## src/rtl/gray_pkg.sv

```systemverilog
// gray_pkg: shared Gray-code helpers for the counter slice and its checkers.
//   GRAY_MAX_W      widest supported counter (WIDTH legal range is 2..16)
//   bin2gray(b)     binary -> Gray, operands zero-extended to GRAY_MAX_W
//   gray2bin(g)     Gray -> binary, prefix-XOR from MSB down
//   gray_max_bin(w) 2^w-1, the largest binary count for width w
//   gray_max_gray(w) 1 followed by w-1 zeros, the Gray code of 2^w-1
//   step_e          kind of state update taken on a clock edge
package gray_pkg;

  localparam int unsigned GRAY_MAX_W = 16;

  typedef enum logic [2:0] {
    STEP_HOLD,
    STEP_LOAD,
    STEP_INC,
    STEP_DEC,
    STEP_OVF,
    STEP_UNF
  } step_e;

  function automatic logic [GRAY_MAX_W-1:0] bin2gray(input logic [GRAY_MAX_W-1:0] b);
    return b ^ (b >> 1);
  endfunction

  // Zero-extended upper bits contribute nothing to the running XOR, so one
  // full-width function serves every WIDTH.
  function automatic logic [GRAY_MAX_W-1:0] gray2bin(input logic [GRAY_MAX_W-1:0] g);
    logic [GRAY_MAX_W-1:0] b;
    logic                  acc;
    b   = '0;
    acc = 1'b0;
    for (int unsigned i = 0; i < GRAY_MAX_W; i++) begin
      acc                  = acc ^ g[GRAY_MAX_W-1-i];
      b[GRAY_MAX_W-1-i]    = acc;
    end
    return b;
  endfunction

  function automatic logic [GRAY_MAX_W-1:0] gray_max_bin(input int unsigned width);
    logic [31:0] m;
    m = (32'd1 << width) - 32'd1;
    return m[GRAY_MAX_W-1:0];
  endfunction

  function automatic logic [GRAY_MAX_W-1:0] gray_max_gray(input int unsigned width);
    return GRAY_MAX_W'(1) << (width - 1);
  endfunction

endpackage

```

## src/rtl/gray_counter_param_gray_to_bin.sv

```systemverilog
// gray_to_bin: purely combinational Gray -> binary converter.
//   gray  input  [WIDTH-1:0]  Gray-coded value (every pattern is legal)
//   bin   output [WIDTH-1:0]  binary equivalent
module gray_to_bin
  import gray_pkg::*;
#(
  parameter int unsigned WIDTH = 3
) (
  input  logic [WIDTH-1:0] gray,
  output logic [WIDTH-1:0] bin
);

  always_comb begin
    bin = WIDTH'(gray2bin(GRAY_MAX_W'(gray)));
  end

endmodule

```

## src/rtl/gray_counter_param.sv

```systemverilog
// gray_counter_param: registered Gray-code counter with direction, parallel
// load, binary mirror, overflow/underflow flags and a one-cycle wrap pulse.
//   Clk       in   clock, all state on posedge
//   Reset     in   synchronous, active-high, highest priority
//   En        in   count enable
//   Up        in   1 = increment, 0 = decrement
//   Load      in   parallel load strobe, priority over En
//   LoadVal   in   [WIDTH-1:0] Gray value to load
//   ClrFlags  in   clears sticky Overflow/Underflow (ignored if non-sticky)
//   Output    out  [WIDTH-1:0] registered Gray count
//   Binary    out  [WIDTH-1:0] registered binary equivalent of Output
//   Overflow  out  increment wrapped/saturated at max
//   Underflow out  decrement wrapped/saturated at 0
//   Wrap      out  one-cycle pulse on any wrap/saturation event
// Build option: define GRAY_CNT_SAT_EN to saturate at the ends instead of
// wrapping modulo 2^WIDTH.
module gray_counter_param
  import gray_pkg::*;
#(
  parameter int unsigned WIDTH        = 3,
  parameter bit          STICKY_FLAGS = 1'b1
) (
  input  logic             Clk,
  input  logic             Reset,
  input  logic             En,
  input  logic             Up,
  input  logic             Load,
  input  logic [WIDTH-1:0] LoadVal,
  input  logic             ClrFlags,
  output logic [WIDTH-1:0] Output,
  output logic [WIDTH-1:0] Binary,
  output logic             Overflow,
  output logic             Underflow,
  output logic             Wrap
);

  localparam logic [WIDTH-1:0] GRAY_MAX_BIN = WIDTH'(gray_max_bin(WIDTH));

  step_e            step;
  logic [WIDTH-1:0] load_bin;
  logic [WIDTH-1:0] bin_d;
  logic [WIDTH-1:0] gray_d;
  logic             ovf_evt;
  logic             unf_evt;
  logic             ovf_d;
  logic             unf_d;

  gray_to_bin #(.WIDTH(WIDTH)) u_load_conv (
    .gray (LoadVal),
    .bin  (load_bin)
  );

  // Binary is the internal count B itself; Output is its registered Gray image.
  always_comb begin
    step = STEP_HOLD;
    if (Load) begin
      step = STEP_LOAD;
    end else if (En) begin
      if (Up) begin
        step = (Binary == GRAY_MAX_BIN) ? STEP_OVF : STEP_INC;
      end else begin
        step = (Binary == '0) ? STEP_UNF : STEP_DEC;
      end
    end
  end

  always_comb begin
    bin_d = Binary;
    case (step)
      STEP_LOAD: bin_d = load_bin;
      STEP_INC:  bin_d = Binary + WIDTH'(1);
      STEP_DEC:  bin_d = Binary - WIDTH'(1);
`ifdef GRAY_CNT_SAT_EN
      STEP_OVF:  bin_d = GRAY_MAX_BIN;
      STEP_UNF:  bin_d = '0;
`else
      STEP_OVF:  bin_d = '0;
      STEP_UNF:  bin_d = GRAY_MAX_BIN;
`endif
      default:   bin_d = Binary;
    endcase
  end

  always_comb begin
    gray_d  = (step == STEP_LOAD) ? LoadVal : WIDTH'(bin2gray(GRAY_MAX_W'(bin_d)));
    ovf_evt = (step == STEP_OVF);
    unf_evt = (step == STEP_UNF);
    // Sticky: a same-edge event beats ClrFlags. Non-sticky: flags mirror the event.
    if (STICKY_FLAGS) begin
      ovf_d = ovf_evt | (Overflow  & ~ClrFlags);
      unf_d = unf_evt | (Underflow & ~ClrFlags);
    end else begin
      ovf_d = ovf_evt;
      unf_d = unf_evt;
    end
  end

  always_ff @(posedge Clk) begin
    if (Reset) begin
      Output    <= '0;
      Binary    <= '0;
      Overflow  <= 1'b0;
      Underflow <= 1'b0;
      Wrap      <= 1'b0;
    end else begin
      Output    <= gray_d;
      Binary    <= bin_d;
      Overflow  <= ovf_d;
      Underflow <= unf_d;
      Wrap      <= ovf_evt | unf_evt;
    end
  end

endmodule

```

## config.mk

```make
export PLATFORM = sky130hd
export DESIGN_NAME = gray_counter_param
export DESIGN_NICKNAME = d
export VERILOG_FILES = /design/src/rtl/gray_pkg.sv /design/src/rtl/gray_counter_param_gray_to_bin.sv /design/src/rtl/gray_counter_param.sv
export SDC_FILE = /design/constraint.sdc
export NUM_CORES = 1
export LEC_CHECK = 0
export CORE_MARGIN = 1
export CORE_UTILIZATION = 35
export CTS_BUF_LIST = sky130_fd_sc_hd__clkbuf_8
export DETAILED_ROUTE_END_ITERATION = 10
export HOLD_SLACK_MARGIN = 0.1
export PLACE_DENSITY = 0.66
export SLEW_MARGIN = 30
export SYNTH_ARGS = -nofsm -noshare
export SYNTH_HDL_FRONTEND = slang
export SYNTH_SLANG_ARGS = --single-unit
```

## constraint.sdc

```tcl
create_clock -name Clk -period 4.1 [get_ports Clk]
set_input_delay 0.82 -clock Clk [delete_from_list [all_inputs] [get_ports Clk]]
set_output_delay 0.82 -clock Clk [all_outputs]
set_load 0.005 [all_outputs]
```

## Word-level counts from Yosys, hierarchy flattened

Index checks and enable logic that the tools add are counted.

- Output and inout bits: 9
- Logic and storage cells: 30
- Bits of input ports: 9
- Register bits after elaboration: 9

- Bitwise logic cells: 9
- Add/sub/neg operators: 2
- Multiplexer cells: 7
- Reductions and logical operators: 1
- Eq/ne operators: 6

Operators by type and width:

| operator | count |
|---|---|
| 3-bit 2-to-1 mux | 6 |
| 3-bit case mux with 5 select lines | 1 |
| 3-bit equality test, second input constant | 3 |
| 3-bit by 2-bit equality test with 1-bit output, second input constant | 2 |
| 3-bit by 1-bit adder with 3-bit output, second input constant | 1 |
| 3-bit by 1-bit equality test with 1-bit output, second input constant | 1 |
| 3-bit logical NOT | 1 |
| 1-bit bitwise OR | 3 |
| 3-bit by 1-bit subtractor with 3-bit output, second input constant | 1 |
| 3-bit by 2-bit bitwise XOR with 3-bit output | 1 |
| 1-bit bitwise AND | 2 |
| 1-bit bitwise XOR | 2 |
| 1-bit inverter | 1 |

## Depth between registers and ports, before layout

Gate-level depths: netlist of the first run.

- Depth in word-level cells: 9
- Mapped depth: 9
- Depth with buffers taken out: 8

## Hierarchy

Synthesis of the first run repeated with hierarchy kept, for this count alone.

- Cell total of the unflattened synthesis: 64
- Area total of the unflattened synthesis: 551.8 sq um

Modules (own cells, without submodules):

| module | area each (sq um) | times used | cells each | sequential area each (sq um) |
|---|---|---|---|---|
| gray_counter_param | 511.7 | 1 | 61 | 180.2 |
| gray_to_bin | 40.0 | 1 | 3 | 0.0 |

## Worst setup path before layout of the first run

Ideal clock, no wire load.

- Path type: input to register
- Start: in Load
- End: reg Output[0]
- Path slack: 1442 ps
- Buffers on the path: 1
- Required time: 4038 ps
- Stages: 8
- Arrival time: 2596 ps
- Path through: buf_2 > nand2b_2 > nor3_1 > fa_1 > a211oi_2 > a211o_1 > or4_1 > nand3_1

- Longest elaborated chain between the ends: 5
- Elaborated cells between the ends (all ways): 9
- Classes of those cells: eq/ne: 5; mux: 3; bitwise: 1

RTL lines:

| item | RTL line | text |
|---|---|---|
| from (decl) | gray_counter_param.sv:27 | `input logic Load,` |
| 3-bit 2-to-1 mux * | gray_counter_param.sv:56 | `if (Load) begin` |
| 3-bit equality test, or another cell as far along | gray_counter_param.sv:69 | `case (step)` |
| 3-bit case mux with 5 select lines | gray_counter_param.sv:69 |  |
| 3-bit by 2-bit bitwise XOR with 3-bit output | gray_pkg.sv:22 | `return b ^ (b >> 1);` |
| 3-bit 2-to-1 mux * | gray_counter_param.sv:85 | `gray_d = (step == STEP_LOAD) ? LoadVal : WIDTH'(bin2gray(GRAY_MAX_W'(bin_d)));` |
| to (signal assigned) | gray_counter_param.sv:106 | `Output <= gray_d;` |
| to (decl) | gray_counter_param.sv:30 | `output logic [WIDTH-1:0] Output,` |

Every way passes the cells marked *; elsewhere a longest branch is shown, timed or not.
A chain may end at the register's enable or synchronous reset.

## Worst setup path in the final report of the first run

Same ends and word-level chain as after synthesis.

==> run metrics, run 1 <==
final hold vios=0; max_cap viols=0; Port Buffers=17; DR iter-0 viols=5; Starting Density=40.2%; largest cells by area after synthesis=dfxtp_1 38%, nor2b_1 6.6%, nor2_1 5.5%; CP required=4.27 ns; top sig layer=met3; Setup-failing EPs final=0; post-synthesis compound-gate area fraction=13.1%; Core Box Area=1190 µm²; crit path capture type=flip-flop; Die X-Extent=38.9 µm; Power Density=373 nW/µm²; setup_tns=0 ns; initial antenna violation count=0; CTS Buffer Depth=2; Arr. time, crit path=3.26 ns; crit path max fanout=10; FP Rows=12; crit path from=Load; GP Congestion=0.781; Post-Synth XOR/XNOR Area=7.35%; Static Leak=0.262 nW; number of global-route vias before repair=369; WS Path Type=in2reg; min-delay src=Overflow$_SDFF_PP0_; clock skew=0.00397 ns; Synth Area per Inst=9.35 µm²; cts repair resizes=0; Final Critical Period=3.08 ns; Die H=38.9 µm; first-pass GRT wire length=1450 µm; simple-gate share of the synthesized area=31.8%; fillcell total=126; die area=1510 µm²; Peak VDD IR=0.000242 V; Post-Syn Instances=51; routed wire length=920 µm; Antenna Violating Nets Remaining=0; Via Count=414; DRT Pass-1 Iters=4; Adder-Cell Fraction of Synth Area=4.20%; routed length on met1=424 µm; CTS Sinks=9; CTS clock-pin slew for the worst setup and hold paths=0.05 ns; Avg Vias per Cell=4.93; largest net degree at the start of global routing=12; largest family of logic cells by synthesized area=simple AND/OR/NAND/NOR gates; Seq/Total Area, Yosys=37.8%; cell area after layout=696 µm²; Total GRT Usage=14.5%; CTS Buf Count=3; drt drc=0; post-CTS setup buffers=0; outcome=finished, final reports clean; io pins=18; nets=81; Synth warnings=0; Met3 Wirelength=45 µm; Min-Delay Path Class=reg2reg; syn nets=61; CTS tree=yes; RSZ-0062 raised after global routing=false; Synth Register Bits=9; Cell Area, Synth=477 µm²; crit path launch type=input port; hold buffer count at CTS=0; pre-CTS setup slack=0.778 ns; DP Area=651 µm²; Skew-Pair Late Insertion Delay=0.23 ns; fin crit share=75.2%; worst r2r src=Binary[1]$_SDFF_PP0_; top-area cell type share of the netlist area=37.8%; # diodes=0; Slew Limit Fails=0; DP Wirelength=706 µm; clock root cell=clkbuf_8; met2 WL post-DR=450 µm; Worst Tran Pin Value=0.361 ns; WL per Instance=11.0 µm; post-synthesis mux area share=2.10%; fmax=325 MHz; grt ovf=0; post-synth top area cell=dfxtp_1; htree depth=1; Area Growth Syn to Fin=45.9%; Synth cell types=26; final worst slack=1.02 ns; layout cells sized above 1=10.0%; Slew headroom=75.9%
## cell families after synthesis
logic type,count (synthesis)
buf+inv,3
mux,1
fa+ha+maj,1
flops,9
xor+xnor,4
simple gates,25
compound gates,8
## cells in the mapped netlist, drive strengths merged
| cell type | number |
|---|---|
| a21oi | 1 |
| o21ai | 1 |
| nor2 | 7 |
| nand3 | 2 |
| inv | 1 |
| nor2b | 5 |
| nand3b | 1 |
| xnor2 | 1 |
| xor2 | 3 |
| mux2i | 1 |
| a22oi | 1 |
| and2b | 1 |
| or4 | 1 |
| buf | 1 |
| a211o | 1 |
| nand2 | 1 |
| nand2b | 1 |
| fa | 1 |
| o2bb2ai | 1 |
| nand4 | 1 |
| nor4 | 1 |
| dfxtp | 9 |
| a211oi | 3 |
| dlygate4sd1 | 1 |
| nor3 | 4 |
## cells in the final DEF, fill, tap and decap left out, types with 2 or more instances in the layout
| cell type | instances |
|---|---|
| a211oi_1 | 2 |
| clkbuf_8 | 3 |
| clkdlybuf4s50_1 | 17 |
| dfxtp_1 | 9 |
| inv_1 | 2 |
| nand3_1 | 2 |
| nor2_1 | 7 |
| nor2b_1 | 5 |
| nor3_1 | 4 |
| xor2_1 | 3 |
## power by group
group,switching [mW],internal (mW),leakage [nW]
clock,0.0354,0.0652,0.0269
sequential,0.00804,0.0951,0.0742
combinational,0.0224,0.0336,0.161
total,0.0658,0.194,0.262
## routing by layer
| layer | track usage, % | up-vias |
|---|---|---|
| li1 | - | 219 |
| met1 | 16.5 | 182 |
| met2 | 23.3 | 13 |
| met3 | 6.94 | 0 |
| met4 | 5.17 | 0 |
| met5 | 0 | - |
## through the flow
step	hold WS (ns)	power, mW	utilization, %	cells
after floorplan	0.479	0.134	-	51
after global placement	0.466	0.161	54.9	80
after detailed placement	0.507	0.162	54.9	80
after CTS	0.516	0.263	58.6	84
after global routing	0.539	0.272	58.6	84
final	0.503	0.260	58.6	84
## layout make-up
type / instances / area [µm²] / area share [%]
clock buffers: 3 / 41.3 / 5.94
flip-flops and latches: 9 / 180 / 25.9
inverters: 1 / 3.75 / 0.540
clock inverters: 1 / 3.75 / 0.540
repair buffers: 17 / 170 / 24.5
well taps: 14 / 17.5 / 2.52
multi-input cells: 39 / 279 / 40.1
## path summary, 6_finish.rpt
| path | to | slack (ns) | cells past startpoint |
|---|---|---|---|
| worst max register to register | Output[0]$_SDFF_PP0_ | 1.75 | 7 |
| worst min register to register | Overflow$_SDFF_PP0_ | 0.50 | 2 |
| worst min-delay path | Overflow$_SDFF_PP0_ | 0.50 | 2 |
| worst max-delay path | Output[0]$_SDFF_PP0_ | 1.02 | 8 |
## state kept, by name (all words and copies together), names as in the netlist
signal	flops
Output	3
Binary	3
Overflow	1
Wrap	1
Underflow	1
## critical path, stage by stage
cell	delay (ns)
clkdlybuf4s50_1	0.68
nand2b_2	0.26
nor3_1	0.07
fa_1	0.50
a211oi_2	0.07
a211o_1	0.28
or4_1	0.49
nand3_1	0.09
Note: power is estimated with default switching activity, not from simulation.
==> run 2, diff against run 1 <==
--- a/config.mk
+++ b/config.mk
@@ -10,7 +10,7 @@
 export CTS_BUF_LIST = sky130_fd_sc_hd__clkbuf_8
 export DETAILED_ROUTE_END_ITERATION = 10
 export HOLD_SLACK_MARGIN = 0.1
-export PLACE_DENSITY = 0.66
+export PLACE_DENSITY = 0.68
 export SLEW_MARGIN = 30
 export SYNTH_ARGS = -nofsm -noshare
 export SYNTH_HDL_FRONTEND = slang
==> constraint.sdc (replaced) <==
create_clock -name Clk -period 2.8 [get_ports Clk]
set_input_delay 0.56 -clock Clk [delete_from_list [all_inputs] [get_ports Clk]]
set_output_delay 0.56 -clock Clk [all_outputs]
set_load 0.005 [all_outputs]
==> run 2 against run 1 <==
First-iteration DRC count decreased by 100%. Sequential power increased by 48%. Hold slack got worse by 0.012 ns. Critical path type unchanged. Critical endpoint unchanged.
==> run metrics, run 2 (same netlist as run 1, synthesis figures left out) <==
CTS Buffer Depth=2; Die H=38.9 µm; Die X-Extent=38.9 µm; clock skew=0.000685 ns; DRT Pass-1 Iters=1; Min-Delay Path Class=reg2reg; Worst Tran Pin Value=0.353 ns; Starting Density=40.2%; Power Density=529 nW/µm²; CTS clock-pin slew for the worst setup and hold paths=0.04 ns; Antenna Violating Nets Remaining=0; final worst slack=0.253 ns; Arr. time, crit path=2.72 ns; final hold vios=0; fmax=393 MHz; Core Box Area=1190 µm²; GP Congestion=0.780; crit path from=Up; CP required=2.97 ns; Setup-failing EPs final=0; Slew headroom=76.4%; io pins=18; most frequent cells in the layout=17 x clkdlybuf4s50_1, 9 x dfxtp_1, 7 x nor2_1, 5 x nor2b_1; Peak VDD IR=0.000273 V; largest net degree at the start of global routing=12; htree depth=1; Slew Limit Fails=0; Final Critical Period=2.55 ns; Area Growth Syn to Fin=52.2%; first-pass GRT wire length=1550 µm; crit path launch type=input port; hold buffer count at CTS=0; CTS Buf Count=3; fin crit share=91.0%; Regs by FF count=Binary: 3 flops, Output: 3 flops; setup_tns=0 ns; crit path capture type=flip-flop; max_cap viols=0; WS Path Type=in2reg; P_int=0.290 mW; outcome=finished, final reports clean; initial antenna violation count=0; pre-CTS setup slack=0.0158 ns; die area=1510 µm²; Sw Ratio=24.5%; drt drc=0; Comb power frac=23.3%; # diodes=0; WL per Instance=10.2 µm; Avg Vias per Cell=4.82; Flop pwr share=39.5%; Clock power frac=37.2%; final std cells w/o fill=88; crit path max fanout=5; CTS Sinks=9; DP Wirelength=701 µm; clock root cell=clkbuf_8; number of global-route vias before repair=372; Skew-Pair Late Insertion Delay=0.23 ns; grt ovf=0; worst r2r src=Binary[1]$_SDFF_PP0_; Total GRT Usage=16.1%; Via Count=424; FP Rows=12; Tot Pwr=0.384 mW; post-CTS setup buffers=0; net load switching power=0.0940 mW; DR iter-0 viols=0; RSZ-0062 raised after global routing=false; min-delay src=Overflow$_SDFF_PP0_; layout cells sized above 1=14.9%; nets=85; Static Leak=0.282 nW; routed wire length=897 µm; CTS tree=yes; cell count after placement=84; cts repair resizes=0; commonest non-fill, non-tap cell in the layout=clkdlybuf4s50_1; Port Buffers=17
run 2: changes by cell type in the layout (fill, tap and decap cells not counted), sizes merged:
cell,before,now
buf,0,4
run 2: layer usage:
metal | wire length, µm | share of wire (%) | global-route usage, % | up-vias
met4 | 11 | 1.2 | 10.3 | 0
met2 | 390 | 43 | 23.8 | 14
met3 | 50 | 5.6 | 6.94 | 2
li1 | - | - | - | 225
met1 | 444 | 49 | 18.7 | 183
met5 | 0 | 0 | 0 | -
run 2: worst paths after layout:
check                                             to  slack (ns)  cells past startpoint
worst min register to register   Overflow$_SDFF_PP0_        0.49                      2
worst max register to register  Output[0]$_SDFF_PP0_        0.58                      7
worst min-delay path             Overflow$_SDFF_PP0_        0.49                      2
worst max-delay path            Output[0]$_SDFF_PP0_        0.25                      8
run 2: area by class of cell:
cell class,count,area [µm²]
Fill cell,117,460
Multi-Input combinational cell,39,279
Timing Repair Buffer,21,200
Sequential cell,9,180
Clock buffer,3,41.3
Tap cell,14,17.5
Clock inverter,1,3.75
Inverter,1,3.75
run 2: power groups by stage:
stage | Sequential (mW) | Combinational (mW) | Clock [mW]
global route | 0.154 | 0.0997 | 0.154
floorplan | 0.154 | 0.0424 | 0
global placement | 0.154 | 0.0896 | 0
finish | 0.152 | 0.0894 | 0.143
detailed placement | 0.154 | 0.0902 | 0
CTS | 0.152 | 0.0907 | 0.147
run 2: stage by stage:
step	utilization (%)	instance area (µm²)	hold WS (ns)
2_1_floorplan	-	477	0.479
6_report	61.2	726	0.491
3_3_place_gp	57.4	681	0.470
4_1_cts	61.2	726	0.488
3_5_place_dp	57.4	681	0.478
5_1_grt	61.2	726	0.535
run 2: critical path: stages:
cell,delay (ns)
clkdlybuf4s50_1,0.50
nor4_4,0.19
nor3_1,0.10
fa_1,0.51
a211oi_2,0.06
a211o_1,0.24
or4_1,0.47
nand3_1,0.09
